--- config.mk ---
export PLATFORM = sky130hd
export DESIGN_NAME = ps2_move_decoder_flat
export DESIGN_NICKNAME = d
export VERILOG_FILES = /design/src/rtl/ps2_move_decoder_if.sv /design/src/rtl/ps2_move_decoder.sv /design/src/flat_wrapper.sv
export SDC_FILE = /design/constraint.sdc
export NUM_CORES = 1
export LEC_CHECK = 0
export ABC_CLOCK_PERIOD_IN_PS = 3800
export CAP_MARGIN = 20
export CORE_AREA = 8 8 85 87
export DETAILED_ROUTE_END_ITERATION = 7
export DIE_AREA = 0 0 93 95
export HOLD_SLACK_MARGIN = 0.15
export PLACE_DENSITY = 0.71
export SLEW_MARGIN = 20
export SYNTH_ARGS = -nofsm -noshare
export SYNTH_HDL_FRONTEND = slang
export SYNTH_SLANG_ARGS = --single-unit
--- constraint.sdc ---
create_clock -name CLK -period 3.8 [get_ports CLK]
set_clock_uncertainty 0.15 [all_clocks]
set_input_delay 0.76 -clock CLK [delete_from_list [all_inputs] [get_ports CLK]]
set_output_delay 0.76 -clock CLK [all_outputs]
set_load 0.01 [all_outputs]
--- src/rtl/ps2_move_decoder_if.sv ---
// Bundles the keycode input, move event handshake and status lines of ps2_move_decoder.
// master = keycode source / event consumer, slave = the decoder.
interface ps2_move_decoder_if #(
    parameter int CODE_W   = 16,
    parameter int MOVE_W   = 3,
    parameter int NUM_KEYS = 5,
    parameter int LVL_W    = 3
);
    logic [CODE_W-1:0]   keycode;
    logic                move_ready;
    logic                move_valid;
    logic [MOVE_W-1:0]   move_data;
    logic [LVL_W-1:0]    fifo_level;
    logic [NUM_KEYS-1:0] key_held;
    logic                overflow;
    logic                clr_overflow;

    modport master (
        output keycode, move_ready, clr_overflow,
        input  move_valid, move_data, fifo_level, key_held, overflow
    );

    modport slave (
        input  keycode, move_ready, clr_overflow,
        output move_valid, move_data, fifo_level, key_held, overflow
    );
endinterface

--- src/rtl/ps2_move_decoder.sv ---
// Keycode-to-move decoder: table match, hold-stable debounce, one event per press into a FWFT FIFO.
// Optional auto-repeat while a key stays held is enabled with macro KEY_AUTOREPEAT_EN.
module ps2_move_decoder #(
    parameter int                          NUM_KEYS    = 5,
    parameter int                          CODE_W      = 16,
    parameter int                          MOVE_W      = 3,
    parameter logic [NUM_KEYS*CODE_W-1:0]  KEY_CODES   = {16'hF029, 16'hF01B, 16'hF023, 16'hF01C, 16'hF01D},
    parameter logic [NUM_KEYS*MOVE_W-1:0]  MOVE_CODES  = {3'b100, 3'b010, 3'b011, 3'b001, 3'b000},
    parameter logic [MOVE_W-1:0]           IDLE_MOVE   = 3'b111,
    parameter int                          HOLD_CYCLES = 255,
    parameter int                          CNT_W       = 8,
    parameter int                          FIFO_DEPTH  = 4
`ifdef KEY_AUTOREPEAT_EN
    ,
    parameter int                          REPEAT_CYCLES = 50_000_000
`endif
) (
    input  logic              CLK,
    input  logic              CPU_RESETN,
    ps2_move_decoder_if.slave bus
);
    localparam int IDX_W = (NUM_KEYS > 1) ? $clog2(NUM_KEYS) : 1;
    localparam int PTR_W = (FIFO_DEPTH > 1) ? $clog2(FIFO_DEPTH) : 1;
    localparam int LVL_W = $clog2(FIFO_DEPTH) + 1;
    localparam logic [CNT_W-1:0] HOLD_C  = CNT_W'(HOLD_CYCLES);
    localparam logic [LVL_W-1:0] DEPTH_C = LVL_W'(FIFO_DEPTH);
`ifdef KEY_AUTOREPEAT_EN
    localparam logic [CNT_W-1:0] REP_LAST_C = CNT_W'(REPEAT_CYCLES - 1);
`endif

    typedef enum logic [1:0] {ST_IDLE, ST_COUNT, ST_FIRED} state_e;

    state_e              state_q, state_d;
    logic [CNT_W-1:0]    cnt_q, cnt_d;
    logic [IDX_W-1:0]    idx_q, idx_d;
    logic [CODE_W-1:0]   prev_q, prev_d;
    logic [NUM_KEYS-1:0] key_held_q, key_held_d;
`ifdef KEY_AUTOREPEAT_EN
    logic [CNT_W-1:0]    rcnt_q, rcnt_d;
`endif

    logic [PTR_W-1:0]    rd_ptr_q, rd_ptr_d, wr_ptr_q, wr_ptr_d;
    logic [LVL_W-1:0]    level_q, level_d;
    logic                move_valid_q, move_valid_d;
    logic [MOVE_W-1:0]   move_data_q, move_data_d;
    logic                overflow_q, overflow_d;
    logic [MOVE_W-1:0]   mem_q [FIFO_DEPTH];

    logic [NUM_KEYS-1:0] match_vec;
    logic [NUM_KEYS-1:0] idx_onehot;
    logic                hit_any;
    logic [IDX_W-1:0]    hit_idx;
    logic [MOVE_W-1:0]   push_move;
    logic                cur_match;
    logic                push, pop, push_acc, ovf_set;

    function automatic logic [PTR_W-1:0] ptr_inc(input logic [PTR_W-1:0] p);
        return (p == PTR_W'(FIFO_DEPTH - 1)) ? '0 : p + 1'b1;
    endfunction

    // Table match; the first hit in index order wins so duplicate entries resolve to the lowest.
    always_comb begin
        match_vec  = '0;
        idx_onehot = '0;
        hit_any    = 1'b0;
        hit_idx    = '0;
        push_move  = '0;
        for (int i = 0; i < NUM_KEYS; i++) begin
            match_vec[i] = (bus.keycode == prev_q) &&
                           (bus.keycode == KEY_CODES[i*CODE_W +: CODE_W]);
            if (match_vec[i] && !hit_any) begin
                hit_any = 1'b1;
                hit_idx = IDX_W'(i);
            end
            if (idx_q == IDX_W'(i)) begin
                push_move     = MOVE_CODES[i*MOVE_W +: MOVE_W];
                idx_onehot[i] = 1'b1;
            end
        end
        cur_match = |(match_vec & idx_onehot);
        prev_d    = bus.keycode;
    end

    always_comb begin
        state_d    = state_q;
        cnt_d      = cnt_q;
        idx_d      = idx_q;
        key_held_d = key_held_q;
        push       = 1'b0;
`ifdef KEY_AUTOREPEAT_EN
        rcnt_d     = rcnt_q;
`endif
        case (state_q)
            ST_IDLE: begin
                if (hit_any) begin
                    state_d = ST_COUNT;
                    cnt_d   = CNT_W'(1);
                    idx_d   = hit_idx;
                end
            end
            ST_COUNT: begin
                if (!cur_match) begin
                    state_d = ST_IDLE;
                    cnt_d   = '0;
                end else if (cnt_q >= HOLD_C) begin
                    push       = 1'b1;
                    state_d    = ST_FIRED;
                    key_held_d = idx_onehot;
`ifdef KEY_AUTOREPEAT_EN
                    rcnt_d     = '0;
`endif
                end else if (cnt_q != '1) begin
                    cnt_d = cnt_q + 1'b1;
                end
            end
            ST_FIRED: begin
                if (!cur_match) begin
                    state_d    = ST_IDLE;
                    cnt_d      = '0;
                    key_held_d = '0;
`ifdef KEY_AUTOREPEAT_EN
                end else if (rcnt_q == REP_LAST_C) begin
                    push   = 1'b1;
                    rcnt_d = '0;
                end else if (rcnt_q != '1) begin
                    rcnt_d = rcnt_q + 1'b1;
`endif
                end
            end
            default: begin
                state_d = ST_IDLE;
                cnt_d   = '0;
            end
        endcase
    end

    // A push into a full FIFO survives only if the head leaves in the same cycle.
    always_comb begin
        pop          = move_valid_q && bus.move_ready;
        push_acc     = push && ((level_q != DEPTH_C) || pop);
        ovf_set      = push && !push_acc;
        wr_ptr_d     = push_acc ? ptr_inc(wr_ptr_q) : wr_ptr_q;
        rd_ptr_d     = pop ? ptr_inc(rd_ptr_q) : rd_ptr_q;
        level_d      = level_q + LVL_W'(push_acc) - LVL_W'(pop);
        move_valid_d = (level_d != '0);
        move_data_d  = IDLE_MOVE;
        if (level_d != '0) begin
            move_data_d = (push_acc && (wr_ptr_q == rd_ptr_d)) ? push_move : mem_q[rd_ptr_d];
        end
        overflow_d = ovf_set ? 1'b1 : (bus.clr_overflow ? 1'b0 : overflow_q);
    end

    always_ff @(posedge CLK) begin
        if (!CPU_RESETN) begin
            state_q      <= ST_IDLE;
            cnt_q        <= '0;
            idx_q        <= '0;
            prev_q       <= '0;
            key_held_q   <= '0;
`ifdef KEY_AUTOREPEAT_EN
            rcnt_q       <= '0;
`endif
            rd_ptr_q     <= '0;
            wr_ptr_q     <= '0;
            level_q      <= '0;
            move_valid_q <= 1'b0;
            move_data_q  <= IDLE_MOVE;
            overflow_q   <= 1'b0;
        end else begin
            state_q      <= state_d;
            cnt_q        <= cnt_d;
            idx_q        <= idx_d;
            prev_q       <= prev_d;
            key_held_q   <= key_held_d;
`ifdef KEY_AUTOREPEAT_EN
            rcnt_q       <= rcnt_d;
`endif
            rd_ptr_q     <= rd_ptr_d;
            wr_ptr_q     <= wr_ptr_d;
            level_q      <= level_d;
            move_valid_q <= move_valid_d;
            move_data_q  <= move_data_d;
            overflow_q   <= overflow_d;
        end
    end

    always_ff @(posedge CLK) begin
        if (push_acc) begin
            mem_q[wr_ptr_q] <= push_move;
        end
    end

    assign bus.move_valid = move_valid_q;
    assign bus.move_data  = move_data_q;
    assign bus.fifo_level = level_q;
    assign bus.key_held   = key_held_q;
    assign bus.overflow   = overflow_q;
endmodule

--- src/flat_wrapper.sv ---
// flat-port wrapper written by rule: the top's interface ports become plain ports
module ps2_move_decoder_flat 
#(
    parameter int                          NUM_KEYS    = 5,
    parameter int                          CODE_W      = 16,
    parameter int                          MOVE_W      = 3,
    parameter logic [NUM_KEYS*CODE_W-1:0]  KEY_CODES   = {16'hF029, 16'hF01B, 16'hF023, 16'hF01C, 16'hF01D},
    parameter logic [NUM_KEYS*MOVE_W-1:0]  MOVE_CODES  = {3'b100, 3'b010, 3'b011, 3'b001, 3'b000},
    parameter logic [MOVE_W-1:0]           IDLE_MOVE   = 3'b111,
    parameter int                          HOLD_CYCLES = 255,
    parameter int                          CNT_W       = 8,
    parameter int                          FIFO_DEPTH  = 4

)
  (CLK, CPU_RESETN, bus_keycode, bus_move_ready, bus_clr_overflow, bus_move_valid, bus_move_data, bus_fifo_level, bus_key_held, bus_overflow);
  ps2_move_decoder_if #(.CODE_W(CODE_W), .MOVE_W(MOVE_W), .NUM_KEYS(NUM_KEYS), .LVL_W(3)) bus_i ();
  input  logic CLK;
  input  logic CPU_RESETN;
  input wire logic [$bits(bus_i.keycode)-1:0] bus_keycode;
  input wire logic [$bits(bus_i.move_ready)-1:0] bus_move_ready;
  input wire logic [$bits(bus_i.clr_overflow)-1:0] bus_clr_overflow;
  output wire logic [$bits(bus_i.move_valid)-1:0] bus_move_valid;
  output wire logic [$bits(bus_i.move_data)-1:0] bus_move_data;
  output wire logic [$bits(bus_i.fifo_level)-1:0] bus_fifo_level;
  output wire logic [$bits(bus_i.key_held)-1:0] bus_key_held;
  output wire logic [$bits(bus_i.overflow)-1:0] bus_overflow;
  assign bus_i.keycode = bus_keycode;
  assign bus_i.move_ready = bus_move_ready;
  assign bus_i.clr_overflow = bus_clr_overflow;
  assign bus_move_valid = bus_i.move_valid;
  assign bus_move_data = bus_i.move_data;
  assign bus_fifo_level = bus_i.fifo_level;
  assign bus_key_held = bus_i.key_held;
  assign bus_overflow = bus_i.overflow;
  ps2_move_decoder #(.NUM_KEYS(NUM_KEYS), .CODE_W(CODE_W), .MOVE_W(MOVE_W), .KEY_CODES(KEY_CODES), .MOVE_CODES(MOVE_CODES), .IDLE_MOVE(IDLE_MOVE), .HOLD_CYCLES(HOLD_CYCLES), .CNT_W(CNT_W), .FIFO_DEPTH(FIFO_DEPTH)) u_core (.CLK(CLK), .CPU_RESETN(CPU_RESETN), .bus(bus_i));
endmodule
==> results by group <==
Power
  – Pwr per Cell Area: 455 nW/µm²
  – Total Power: 1.70 mW
  – Share of total power in sequential cells: roughly two fifths
  – Combinational share of power: 18.3%
  – Switching pwr: ~0.41 mW
  – Internal power: between 1 and 1.5 mW
  – Total leakage power: 1.59 nW
  – Share of total power consumed by net switching: 23.9%
  – Worst supply voltage drop on vdd: approximately 250 µV
  – Share of power burned in the clock network: between 40% and 50%

Floorplanning
  – X dimension of the die: around 93 µm
  – Core area: between 5000 and 6000 µm²
  – Vertical die dimension: approximately 95 µm
  – Top-level port count: 33
  – Initial core utilization: between 40% and 50%
  – Placement row count: 28
  – Area of the die: just under 9000 µm²

Clocking
  – Clk buf depth: 2
  – Post CTS Setup Buffer Count: 0
  – H-tree lvl count: 3
  – Clk Tree Root Cell: sky130_fd_sc_hd__clkbuf_8
  – Clock tree from TritonCTS: done
  – CTS Sinks: 58
  – Clock Pin Slew Worst Setup and Hold Paths: 0.07 ns
  – Clock latency of the later-clocked register in the worst-skew pair: between 0.3 and 0.4 ns
  – Number of buffers created by CTS: 9

Yosys
  – Gate count of the mapped netlist: 284
  – Synth Warn #: 0
  – Syn nets: between 300 and 400
  – Part of the Yosys area used for sequential elements: 45.1%
  – Netlist area before placement: around 2800 µm²
  – Cell variety after synth: slightly below 60
  – Share of synthesized registers carrying an async set or reset: 0%
  – Post-synth EDFFs: 12
  – Share of the synthesized area in the top cell type: 32.4%
  – Mean area per synthesized cell: approximately 10 µm²
  – Flops & latches, synth: a little under 60
  – Yosys top cell by area: sky130_fd_sc_hd__dfxtp_1
  – Most used DFF post-synth: sky130_fd_sc_hd__dfxtp_1
  – Cells taking the most area after synthesis: sky130_fd_sc_hd__dfxtp_1, sky130_fd_sc_hd__edfxtp_1, sky130_fd_sc_hd__and2_1

STA
  – Max-slew violation count: 0
  – Final Critical Period: 3.62 ns
  – Maximum operating frequency: around 0.28 GHz
  – Tightest slew margin relative to the limit: slightly below 50%
  – Final setup violation count: 0
  – Slew at the pin with the worst max-slew slack: 0.769 ns
  – Period Utilization, post-route: between 90% and 100%
  – Setup TNS after final layout: 0 ns
  – Count of endpoints failing hold in the final timing report: 0

Setup path
  – Crit path max-delay family: simple AND/OR/NAND/NOR gates
  – Signal arrival time at the worst endpoint: 3.67 ns
  – Required @ worst endpoint: about 3.8 ns
  – Category of the worst setup path launch point: primary input
  – Worst Setup Path Type: primary input to flop
  – Kind of end point of the critical path: flop
  – Critical path fanouts, max: 4
  – Buf/Inv on CP: 2
  – Cell with the most instances on the worst path: sky130_fd_sc_hd__xnor2_2
  – Worst stage delay on the critical path: about 0.57 ns
  – Cell breakdown of the critical path: clkdlybuf4s50_1, or4_4, nor3_4, and4_1, and3_1, ha_1, inv_1, fa_2, xnor2_2, xnor2_2, nor3b_1, nor2_1, o211ai_1
  – CP max stage cell: sky130_fd_sc_hd__or4_4

Layout
  – Most frequent standard cell in the layout excluding fill and tap cells: sky130_fd_sc_hd__dfxtp_1
  – Number of diodes added for antenna fixing: 0
  – Number of nets in the layout: around 370
  – Synthesis-to-layout area growth: 31.2%
  – Fraction of final layout cells sized beyond drive strength 1: between 10% and 20%
  – Leading cell types in the layout, fill and taps excluded: sky130_fd_sc_hd__dfxtp_1, sky130_fd_sc_hd__buf_4, sky130_fd_sc_hd__clkdlybuf4s50_1

Global route
  – Via count of the first global-routing pass: roughly 2300
  – Wire length of the first global-routing pass: around 11000 µm
  – Initial antenna violation count: 0
  – Largest net degree at the start of global routing: 27
  – Global-route congestion overflow total: 0
  – Overall track demand over capacity in global routing: between 10% and 20%

Drt
  – Pre-Repair DR Iteration Count: 5
  – Mean number of vias per cell: between 5 and 6
  – Routed length per placed instance: 15.2 µm
  – Detailed-routing wirelength on met1: approximately 2900 µm
  – Overall via count from detail_route: between 2000 and 2500
  – Total DRC errors in the routed layout: 0
  – Highest layer used for signal routing: met4
  – Starting DRC count in detailed routing: about 130
  – Post-route ant nets: 0
  – Metal3 WL: between 200 and 300 µm
  – Met2 layer wire length in the routed design: between 3000 and 4000 µm
  – Total length of routed wires: between 6000 and 7000 µm

Placement
  – Half-perimeter wire length after detailed placement: around 4700 µm
  – Port bufs: 32
  – RePlAce Congestion: between 0.8 and 0.9

Worst hold path
  – Type of the worst min-delay path: flop to flop

Status
  – Result of the run: finished, final reports clean

Flow run
  – Max-cap violations: 0
==> state kept, by name, indices dropped and copies added, names as in the netlist <==
register,cells
u_core.rd_ptr_q,2
u_core.bus.fifo_level,3
u_core.mem_q,12
u_core.idx_q,3
u_core.cnt_q,8
u_core.bus.key_held,5
u_core.bus.overflow,1
u_core.state_q,2
u_core.bus.move_valid,1
u_core.wr_ptr_q,2
u_core.prev_q,16
u_core.bus.move_data,3
==> power by group through the flow <==
stage | registers, mW | logic (mW) | clock network [mW]
floorplan | 0.714 | 0.134 | 0
global placement | 0.703 | 0.283 | 0
detailed placement | 0.705 | 0.287 | 0
CTS | 0.692 | 0.289 | 0.695
global route | 0.698 | 0.342 | 0.724
finish | 0.693 | 0.311 | 0.693
==> per-stage QoR <==
step / hold slack [ns] / setup WS, ns / cells / util, % / instance area, µm²
floorplan: 0.313 / 0.128 / 284 / - / 2840
CTS: 0.325 / 0.102 / 424 / 62.5 / 3630
finish: 0.327 / 0.178 / 424 / 64.1 / 3730
global placement: 0.313 / -0.140 / 408 / 58.3 / 3390
detailed placement: 0.316 / -0.234 / 408 / 58.3 / 3390
global route: 0.353 / -0.0412 / 424 / 64.1 / 3730
==> cell type report <==
class | instances | area [µm²]
Timing Repair Buffer | 59 | 543
Tap cell | 75 | 93.8
Clock buffer | 10 | 138
Sequential cell | 58 | 1280
Fill cell | 467 | 2090
Multi-Input combinational cell | 202 | 1510
Inverter | 14 | 52.6
Clock inverter | 6 | 104
==> worst paths after layout <==
check,start,endpoint,slack [ns],depth (start not counted)
hold / removal,u_core.bus.key_held[0],u_core.bus.key_held[0],0.33,2
setup reg to reg,u_core.idx_q[1],u_core.bus.move_data[1],0.56,14
hold reg to reg,u_core.bus.key_held[0],u_core.bus.key_held[0],0.33,2
setup / recovery,bus_keycode[8],u_core.bus.move_data[1],0.18,13
==> cells in the mapped netlist, drive strengths merged (4+ instances only) <==
library cell  number
nand2             16
nand3             10
clkbuf             6
dfxtp             46
o21ai              8
mux2i              9
edfxtp            12
o22ai              4
xor2              13
a21oi              6
and3               4
inv               13
ha                 8
nand2b             4
buf                4
and2              25
xnor2              9
nor3              10
nor2              21
nor4               5
==> timing repair <==
action	in CTS	in global routing
hold buffers	0	0
resized for setup	0	19
setup endpoints to repair	0	4
==> worst register-to-register path: stages, from the launching register on <==
cell and delay, ns:
sky130_fd_sc_hd__dfxtp_1 0.51, sky130_fd_sc_hd__nand2b_1 0.24, sky130_fd_sc_hd__inv_1 0.19, sky130_fd_sc_hd__and4_1 0.23
sky130_fd_sc_hd__or3_1 0.13, sky130_fd_sc_hd__and4_1 0.19, sky130_fd_sc_hd__and3_1 0.19, sky130_fd_sc_hd__ha_1 0.15
sky130_fd_sc_hd__inv_1 0.05, sky130_fd_sc_hd__fa_2 0.35, sky130_fd_sc_hd__xnor2_2 0.20, sky130_fd_sc_hd__xnor2_2 0.14
sky130_fd_sc_hd__nor3b_1 0.07, sky130_fd_sc_hd__nor2_1 0.21, sky130_fd_sc_hd__o211ai_1 0.12
==> logic make-up (layout without fill, tap and decap cells) <==
family,after synthesis,in the layout,share of synthesized area [%]
adder cells (fa/ha/maj),9,9,4.23
AND/OR/NAND/NOR,125,125,25.9
XOR/XNOR,22,22,6.79
multiplexers,12,12,5.55
buffers and inverters,24,89,4.10
AO/OA/AOI/OAI,34,34,8.29
flip-flops,58,58,45.1
==> metal layers <==
layer | GRT usage (%) | up-vias
li1 | - | 1130
met1 | 18.0 | 1099
met2 | 25.8 | 55
met3 | 3.33 | 13
met4 | 6.31 | 0
met5 | 0 | -
Power figures use the tool's default switching activity.
